$ cat src/rtl/mem_arbiter_rr.sv
// N-port memory arbiter: round-robin or fixed-priority grant, one transaction in flight,
// valid/ready downstream handshake and a read-response timeout.
module mem_arbiter_rr #(
    parameter int N_PORTS = 2,
    parameter int AW      = 32,
    parameter int DW      = 32,
    parameter int RR_MODE = 1,
    parameter int TIMEOUT = 64
) (
    input  logic                    i_clk,
    input  logic                    i_rst,
    input  logic [N_PORTS-1:0]      i_req_valid,
    input  logic [N_PORTS*AW-1:0]   i_req_addr,
    input  logic [N_PORTS*DW-1:0]   i_req_wdata,
    input  logic [N_PORTS-1:0]      i_req_we,
    input  logic [N_PORTS*DW/8-1:0] i_req_be,
    output logic [N_PORTS-1:0]      o_req_ready,
    output logic [N_PORTS-1:0]      o_rsp_valid,
    output logic [DW-1:0]           o_rsp_rdata,
    output logic                    o_rsp_err,
    output logic                    o_mem_valid,
    output logic [AW-1:0]           o_mem_addr,
    output logic [DW-1:0]           o_mem_wdata,
    output logic                    o_mem_we,
    output logic [DW/8-1:0]         o_mem_be,
    input  logic                    i_mem_ready,
    input  logic                    i_mem_rvalid,
    input  logic [DW-1:0]           i_mem_rdata
);

    localparam int BW = DW / 8;
    localparam int PW = (N_PORTS > 1) ? $clog2(N_PORTS) : 1;
    localparam int CW = $clog2(TIMEOUT + 1);

    typedef enum logic [1:0] {
        S_IDLE,
        S_ISSUE,
        S_WAIT_RD,
        S_RESP
    } state_t;

    state_t               r_state;
    logic [PW-1:0]        r_ptr;
    logic [PW-1:0]        r_owner;
    logic [CW-1:0]        r_cnt;
    logic                 r_mem_valid;
    logic [AW-1:0]        r_mem_addr;
    logic [DW-1:0]        r_mem_wdata;
    logic                 r_mem_we;
    logic [BW-1:0]        r_mem_be;
    logic [N_PORTS-1:0]   r_rsp_valid;
    logic [DW-1:0]        r_rsp_rdata;
    logic                 r_rsp_err;

    logic                 w_found;
    logic [PW-1:0]        w_gnt;
    logic [PW-1:0]        w_sel;
    int                   w_idx;
    logic [N_PORTS-1:0]   w_ready;

    // Winner search: in RR mode start just after the last grant and wrap; otherwise from port 0.
    // NOTE: every variable gets a default at the top of always_comb, so no path can infer a latch.
    always_comb begin
        w_found = 1'b0;
        w_gnt   = '0;
        w_idx   = 0;
        w_sel   = '0;
        for (int i = 0; i < N_PORTS; i++) begin
            w_idx = (RR_MODE != 0) ? ((int'(r_ptr) + 1 + i) % N_PORTS) : i;
            w_sel = PW'(w_idx);
            if (!w_found && i_req_valid[w_sel]) begin
                w_found = 1'b1;
                w_gnt   = w_sel;
            end
        end
    end

    // Acceptance is combinational so the requester sees ready in the same cycle it is chosen.
    always_comb begin
        w_ready = '0;
        if (!i_rst && r_state == S_IDLE && w_found) begin
            w_ready[w_gnt] = 1'b1;
        end
    end

    // NOTE: sequential state uses non-blocking assignments only, so every register samples pre-edge values.
    always_ff @(posedge i_clk or posedge i_rst) begin
        if (i_rst) begin
            r_state     <= S_IDLE;
            r_ptr       <= PW'(N_PORTS - 1);
            r_owner     <= '0;
            r_cnt       <= '0;
            r_mem_valid <= 1'b0;
            r_mem_addr  <= '0;
            r_mem_wdata <= '0;
            r_mem_we    <= 1'b0;
            r_mem_be    <= '0;
            r_rsp_valid <= '0;
            r_rsp_rdata <= '0;
            r_rsp_err   <= 1'b0;
        end else begin
            r_rsp_valid <= '0;
            r_rsp_err   <= 1'b0;
            case (r_state)
                S_IDLE: begin
                    if (w_found) begin
                        r_owner     <= w_gnt;
                        r_mem_addr  <= i_req_addr[int'(w_gnt)*AW +: AW];
                        r_mem_wdata <= i_req_wdata[int'(w_gnt)*DW +: DW];
                        r_mem_we    <= i_req_we[w_gnt];
                        r_mem_be    <= i_req_be[int'(w_gnt)*BW +: BW];
                        r_mem_valid <= 1'b1;
                        if (RR_MODE != 0) begin
                            r_ptr <= w_gnt;
                        end
                        r_state <= S_ISSUE;
                    end
                end
                S_ISSUE: begin
                    if (i_mem_ready) begin
                        r_mem_valid <= 1'b0;
                        r_cnt       <= '0;
                        if (r_mem_we) begin
                            r_rsp_valid[r_owner] <= 1'b1;
                            r_state              <= S_RESP;
                        end else begin
                            r_state <= S_WAIT_RD;
                        end
                    end
                end
                S_WAIT_RD: begin
                    r_cnt <= r_cnt + CW'(1);
                    // Data arriving on the limit cycle still counts as a good read.
                    if (i_mem_rvalid) begin
                        r_rsp_rdata          <= i_mem_rdata;
                        r_rsp_valid[r_owner] <= 1'b1;
                        r_state              <= S_RESP;
                    end else if (r_cnt == CW'(TIMEOUT - 1)) begin
                        r_rsp_rdata          <= '0;
                        r_rsp_err            <= 1'b1;
                        r_rsp_valid[r_owner] <= 1'b1;
                        r_state              <= S_RESP;
                    end
                end
                S_RESP: begin
                    r_state <= S_IDLE;
                end
                default: begin
                    r_state <= S_IDLE;
                end
            endcase
        end
    end

    assign o_req_ready = w_ready;
    assign o_rsp_valid = r_rsp_valid;
    assign o_rsp_rdata = r_rsp_rdata;
    assign o_rsp_err   = r_rsp_err;
    assign o_mem_valid = r_mem_valid;
    assign o_mem_addr  = r_mem_addr;
    assign o_mem_wdata = r_mem_wdata;
    assign o_mem_we    = r_mem_we;
    assign o_mem_be    = r_mem_be;

endmodule

$ cat config.mk
export PLATFORM = sky130hd
export DESIGN_NAME = mem_arbiter_rr
export DESIGN_NICKNAME = d
export VERILOG_FILES = /design/src/rtl/mem_arbiter_rr.sv
export SDC_FILE = /design/constraint.sdc
export NUM_CORES = 1
export LEC_CHECK = 0
export BUFFER_PORTS_ARGS = -buffer_cell sky130_fd_sc_hd__clkbuf_2
export CAP_MARGIN = 10
export CORE_MARGIN = 2
export CORE_UTILIZATION = 40
export CTS_CLUSTER_DIAMETER = 60
export DETAILED_ROUTE_END_ITERATION = 12
export PLACE_DENSITY_LB_ADDON = 0.08
export SLEW_MARGIN = 5
export SYNTH_ARGS = -nofsm -noshare
export SYNTH_HDL_FRONTEND = slang
export SYNTH_SLANG_ARGS = --single-unit
export TNS_END_PERCENT = 100
$ cat constraint.sdc
create_clock -name i_clk -period 3.3 [get_ports i_clk]
set_input_delay 0.33 -clock i_clk [delete_from_list [all_inputs] [get_ports i_clk]]
set_output_delay 0.33 -clock i_clk [all_outputs]
set_load 0.02 [all_outputs]
==> results of run 1 <==
==> power breakdown <==
part           switching [mW]  internal [mW]
Sequential              0.360           2.08
Clock                   0.591           1.01
Combinational            1.86           1.10
==> flip-flops by register name, summed over array words and instances, names as in the netlist, 2 cells and up <==
| signal | count |
|---|---|
| r_state | 2 |
| o_rsp_valid | 2 |
| o_rsp_rdata | 32 |
| r_cnt | 7 |
| o_mem_addr | 32 |
| o_mem_be | 4 |
| o_mem_wdata | 32 |
==> per-stage QoR <==
| step | hold WS (ps) | instances | total power, mW |
|---|---|---|---|
| final | 151.5 | 912 | 6.996 |
| after detailed placement | 440.4 | 882 | 5.438 |
| after global placement | 438.0 | 882 | 5.369 |
| after floorplan | 400.0 | 453 | 4.413 |
| after global routing | 127.6 | 912 | 7.486 |
| after CTS | 131.1 | 911 | 7.085 |
==> routing by layer <==
| layer | wire length, um | share of wire, % | up-vias | GRT usage [%] |
|---|---|---|---|---|
| met5 | 10 | 0.073 | - | 0 |
| met4 | 316 | 2.3 | 2 | 8.660 |
| met3 | 1261 | 9.1 | 23 | 8.915 |
| met2 | 6627 | 48 | 208 | 33.50 |
| met1 | 5574 | 40 | 1963 | 24.09 |
| li1 | - | - | 2155 | - |
==> layout by cell type, fill, tap and decap left out, types with 2 or more instances in the layout <==
cell       instances
clkbuf_2         282
dfrtp_1          115
nand2_1           80
mux2i_1           72
o21ai_0           56
a22o_2            32
clkbuf_16         17
o21ai_1           16
nor2_1             7
clkinv_2           6
ha_1               5
a21oi_1            4
clkbuf_8           4
inv_1              3
nand2b_1           3
nor3_1             3
buf_4              3
buf_12             3
and3_1             2
nand3_1            2
or3_1              2
xnor2_1            2
clkbuf_1           2
==> worst paths after layout <==
| kind | startpoint | end | slack (ps) | cells after the start |
|---|---|---|---|---|
| max reg2reg | r_cnt[0] | o_rsp_rdata[6] | 1480 | 6 |
| min | i_mem_rdata[18] | o_rsp_rdata[18] | 150 | 2 |
| max in group asynchronous | i_rst | r_ptr | 2420 | 3 |
| min reg2reg | r_owner | o_rsp_valid[0] | 450 | 1 |
| min in group asynchronous | i_rst | o_rsp_valid[1] | 160 | 2 |
| max | r_state[0] | o_req_ready[0] | 1080 | 5 |
==> worst reg2reg max path: stages, from the launching register on <==
cell and delay [ps]:
dfrtp_1 390, ha_1 240, nand4_2 150, nor3b_2 270, o21ai_2 210, buf_8 230, a22o_2 220
==> kinds of logic after synthesis <==
| family | after synthesis | share of synthesized area, % |
|---|---|---|
| compound gates | 118 | 15.12 |
| xor+xnor | 2 | 0.3386 |
| fa+ha+maj | 5 | 1.209 |
| buf+inv | 35 | 4.401 |
| flops | 116 | 56.13 |
| mux | 73 | 14.15 |
| simple gates | 104 | 8.658 |
==> cell type report <==
type	count	area share (%)
clock buffers	23	6.750
clock inverters	6	0.4154
inverters	4	0.2596
multi-input cells	302	28.56
flip-flops and latches	116	40.17
well taps	172	2.977
repair buffers	289	20.87
==> impl_metrics.yaml, run 1 <==
timing:
  hold_viol_final: 0
  fin_ws_ps: 1085
  clock_skew_ps: 6.569
  tns_ps: 0
  worstMarginPinSlew_ps: 945.6
  clock.fmax_ghz: 0.4514
  slew_violations: 0
  relSlewSlack_pct: 36.83
  period_minus_slack_ps: 2215
  finalSetupViolations: 0
  rsz0062_at_grt: "no"
  finalCritPeriodShare_pct: 67.13
global_route:
  grt_max_degree: 141
  antenna_found_initial: 1
  grt_pass1_vias: 4492
  grtUsageTotal_pct: 20.71
  grt_pass1_wl_mm: 22.55
  gr-total-overflow: 0
clock_network:
  cts_sinks: 116
  ctsHoldBuffers: 0
  cts_tree: "done"
  clkLatencyLatePin_ps: 410
  cts_made_buffers: 17
  root_buffer: "clkbuf_16"
  clkSlewWorstSetupHoldPaths_ps: 50
  postCtsSetupBuffers: 0
  cts.path.max_buffers: 2
  cts.repair.resized: 0
  h-tree-depth: 4
final_layout:
  fillers: 1132
  final_core_util_pct: 57.29
  seq_area_um2: 2904
  drive_gt1_share_pct: 48.38
  final_cell_area_um2: 7229
  antennaDiodeCount: 0
  area_growth_pct: 39.73
  nNetsFinal: 911
  multi_input_area_um2: 2064
synth:
  seq_area_frac_synth_pct: 56.13
  syn_nets: 634
  synth_edf_count: 0
  netlist_top_cells_area: "dfrtp_1 56%, mux2i_1 14%, a22o_2 6.2%, nand2_1 5.8%, o21ai_0 5.4%"
  yosysUniqueCellTypes: 37
  synthCells: 453
  ys.flop_type: "dfrtp_1"
  synth.largest_area_cell: "dfrtp_1"
  syn_area_um2: 5174
  synth.most_common_cell: "dfrtp_1"
  syn_avg_cell_area_um2: 11.42
  netlist_top_cells_count: "115 x dfrtp_1, 80 x nand2_1, 72 x mux2i_1"
  ys_warn_count: 0
  synth_seq_cells: 116
  ys_async_sr_fraction_pct: 100.0
  synth_top_cell_area_share_pct: 55.62
place:
  dp_hpwl_mm: 10.26
  io_buffers: 282
  pre_cts_slack_ps: 1119
  gp_congestion: 0.7738
  dpl_cell_area_um2: 6696
setup_path:
  critPathLaunchType: "register"
  end_kind: "primary output"
  path_class: "register to primary output"
  cp.buffers_inverters: 2
  crit_required_ps: 2970
  path_cells: "inv_1, ha_1, o21ai_4, nor3_1, clkbuf_2"
  critPathArrivalTime_ps: 1890
  cp_slowest_cell: "dfrtp_1"
  crit_fanout: 6
  critPathMaxStageDelay_ps: 390
  critPathTopFamily: "flip-flops"
routing:
  wire_per_inst_um: 15.12
  drtIter0Drc: 170
  vias: 4351
  wl_mm: 13.79
  drt_pass1_iterations: 4
  post_drt_via_cell_ratio: 4.771
  drcViolationCount: 0
  antenna_left: 0
floorplan:
  die_w_um: 117.7
  row_count: 41
  ios: 283
  start_util_pct: 41.00
  die_area_um2: 13860
  fp.dieH_um: 117.7
  coreArea_um2: 12620
power:
  peakVddDrop_mv: 0.4718
  p_leak_nw: 3.911
  pwr_density_cell_nw_per_um2: 967.6
run:
  maxCapViolCount: 0
worst_hold_path:
  hold_class: "primary input to register"
outcome:
  outcome: "finished, final reports clean"
No activity file was read; power rests on OpenSTA's default activity.
==> run 2, diff against run 1 <==
--- a/config.mk
+++ b/config.mk
@@ -8,7 +8,7 @@
 export BUFFER_PORTS_ARGS = -buffer_cell sky130_fd_sc_hd__clkbuf_2
 export CAP_MARGIN = 10
 export CORE_MARGIN = 2
-export CORE_UTILIZATION = 40
+export CORE_UTILIZATION = 45
 export CTS_CLUSTER_DIAMETER = 60
 export DETAILED_ROUTE_END_ITERATION = 12
 export PLACE_DENSITY_LB_ADDON = 0.08
==> constraint.sdc (replaced) <==
create_clock -name i_clk -period 2.3 [get_ports i_clk]
set_input_delay 0.23 -clock i_clk [delete_from_list [all_inputs] [get_ports i_clk]]
set_output_delay 0.23 -clock i_clk [all_outputs]
set_load 0.02 [all_outputs]
==> run 2 against run 1 <==
Compared with the run above: sequential power grew 44%; cell count shrank 2.7%; clock power grew 74%; die area shrank 11%; sequential cell count is the same; largest cell class unchanged.
==> impl_metrics.yaml, run 2 (synthesized netlist as in run 1, its figures left out) <==
global_route:
  antenna_found_initial: 0
  grt_pass1_vias: 4443
  gr-total-overflow: 0
  grt_pass1_wl_mm: 22.05
  grt_max_degree: 107
  grtUsageTotal_pct: 22.49
clock_network:
  h-tree-depth: 4
  postCtsSetupBuffers: 0
  cts_made_buffers: 17
  root_buffer: "clkbuf_16"
  cts_tree: "done"
  clkSlewWorstSetupHoldPaths_ps: 50
  cts_sinks: 116
  clkLatencyLatePin_ps: 410
  cts.path.max_buffers: 2
power:
  peakVddDrop_mv: 0.7528
  pwr_density_cell_nw_per_um2: 1440
  combPwrFrac_pct: 40.3
  intPower_mw: 6.462
  netSwitchingFraction_pct: 38.84
  p_clk_share_pct: 26.4
  power.switching_mw: 4.104
  p_seq_share_pct: 33.4
  p_leak_nw: 3.967
final_layout:
  antennaDiodeCount: 0
  seq_area_um2: 2904
  multi_input_area_um2: 2072
  final_cell_mix: "282 x clkbuf_2, 115 x dfrtp_1, 80 x nand2_1"
  final_common_cell: "clkbuf_2"
  drive_gt1_share_pct: 48.52
  fillers: 914
  layoutNonFillerInstCount: 887
  nNetsFinal: 912
  area_growth_pct: 41.81
setup_path:
  end_kind: "primary output"
  path_cells: "inv_1, ha_1, o21ai_4, nor3_1, clkbuf_2"
  critPathMaxStageDelay_ps: 390
  path_class: "register to primary output"
  critPathArrivalTime_ps: 1900
  cp_slowest_cell: "dfrtp_1"
  critPathLaunchType: "register"
  crit_required_ps: 2070
  crit_fanout: 8
worst_hold_path:
  hold_class: "primary input to register"
routing:
  wire_per_inst_um: 15.08
  vias: 4451
  drt_pass1_iterations: 4
  drtIter0Drc: 281
  wl_mm: 13.37
  drcViolationCount: 0
  antenna_left: 0
  post_drt_via_cell_ratio: 5.018
floorplan:
  start_util_pct: 45.70
  coreArea_um2: 11320
  die_area_um2: 12370
  row_count: 39
  die_w_um: 111.2
  ios: 283
  fp.dieH_um: 111.2
timing:
  worstMarginPinSlew_ps: 796.9
  relSlewSlack_pct: 46.67
  clock.fmax_ghz: 0.4705
  finalSetupViolations: 0
  rsz0062_at_grt: "no"
  slew_violations: 0
  clock_skew_ps: 5.964
  hold_viol_final: 0
  period_minus_slack_ps: 2125
  finalCritPeriodShare_pct: 92.41
  tns_ps: 0
  fin_ws_ps: 174.5
outcome:
  outcome: "finished, final reports clean"
place:
  place_inst: 854
  io_buffers: 282
  gp_congestion: 0.8253
  dp_hpwl_mm: 10.06
  pre_cts_slack_ps: 98.78
run:
  maxCapViolCount: 0
-- run 2: changes by cell type in the layout (fill, tap and decap cells not counted), sizes merged --
cell	before	now
clkbuf	305	304
clkinvlp	1	2
clkinv	6	5
dlygate4sd3	0	1
bufinv	0	4
-- run 2: layout make-up --
class | instances | area share (%)
Multi-Input combinational cell | 302 | 28.24
Clock buffer | 22 | 6.463
Inverter | 4 | 0.2558
Tap cell | 143 | 2.439
Timing Repair Buffer | 290 | 20.94
Clock inverter | 10 | 2.080
Sequential cell | 116 | 39.58
-- run 2: timing repair --
item,4_1_cts,5_1_grt
setup endpoints to repair,0,0
endpoints found under the hold margin,18,0
resized for setup,0,0
hold buffers,1,0
-- run 2: worst max-delay path: cells and delay by family (launching register included) --
family                     cells  cell delay (ps)
adders and majority gates      1              330
AOI/OAI and AO/OA              1              150
and+or+nand+nor                1              240
DFF                            1              390
buffers and inverters          2              370
-- run 2: per-layer routing --
layer / vias to the layer above / global-route usage, % / part of all wire, %
met3: 28 / 7.873 / 7.7
met2: 197 / 36.63 / 49
met1: 2067 / 27.35 / 41
met5: - / 0 / 0
li1: 2159 / - / -
met4: 0 / 9.136 / 2.7
-- run 2: stage by stage --
step	utilization (%)	power, mW	hold slack (ps)	area (um^2)
CTS	64.74	10.67	33.13	7330
global placement	59.12	7.728	329.2	6693
global route	64.81	11.24	33.36	7337
detailed placement	59.12	7.846	337.1	6693
floorplan	-	6.331	300.0	5177
finish	64.81	10.57	47.49	7337
-- run 2: power by group through the flow --
stage / clock network, mW / registers [mW] / logic, mW
2_1_floorplan: 0 / 4.52 / 1.81
3_3_place_gp: 0 / 3.53 / 4.19
3_5_place_dp: 0 / 3.55 / 4.30
4_1_cts: 2.83 / 3.53 / 4.31
5_1_grt: 2.94 / 3.65 / 4.66
6_report: 2.79 / 3.52 / 4.25
-- run 2: worst paths after layout --
kind                                 start               to  slack (ps)  depth (start not counted)
min in group asynchronous            i_rst          r_owner         450                          3
setup / recovery                r_state[0]   o_req_ready[0]         170                          5
setup reg to reg                r_state[1]         r_cnt[6]         430                          6
max in group asynchronous            i_rst   o_mem_addr[29]        1190                          4
hold reg to reg                    r_owner   o_rsp_valid[0]         460                          1
hold / removal             i_mem_rdata[21]  o_rsp_rdata[21]          50                          2
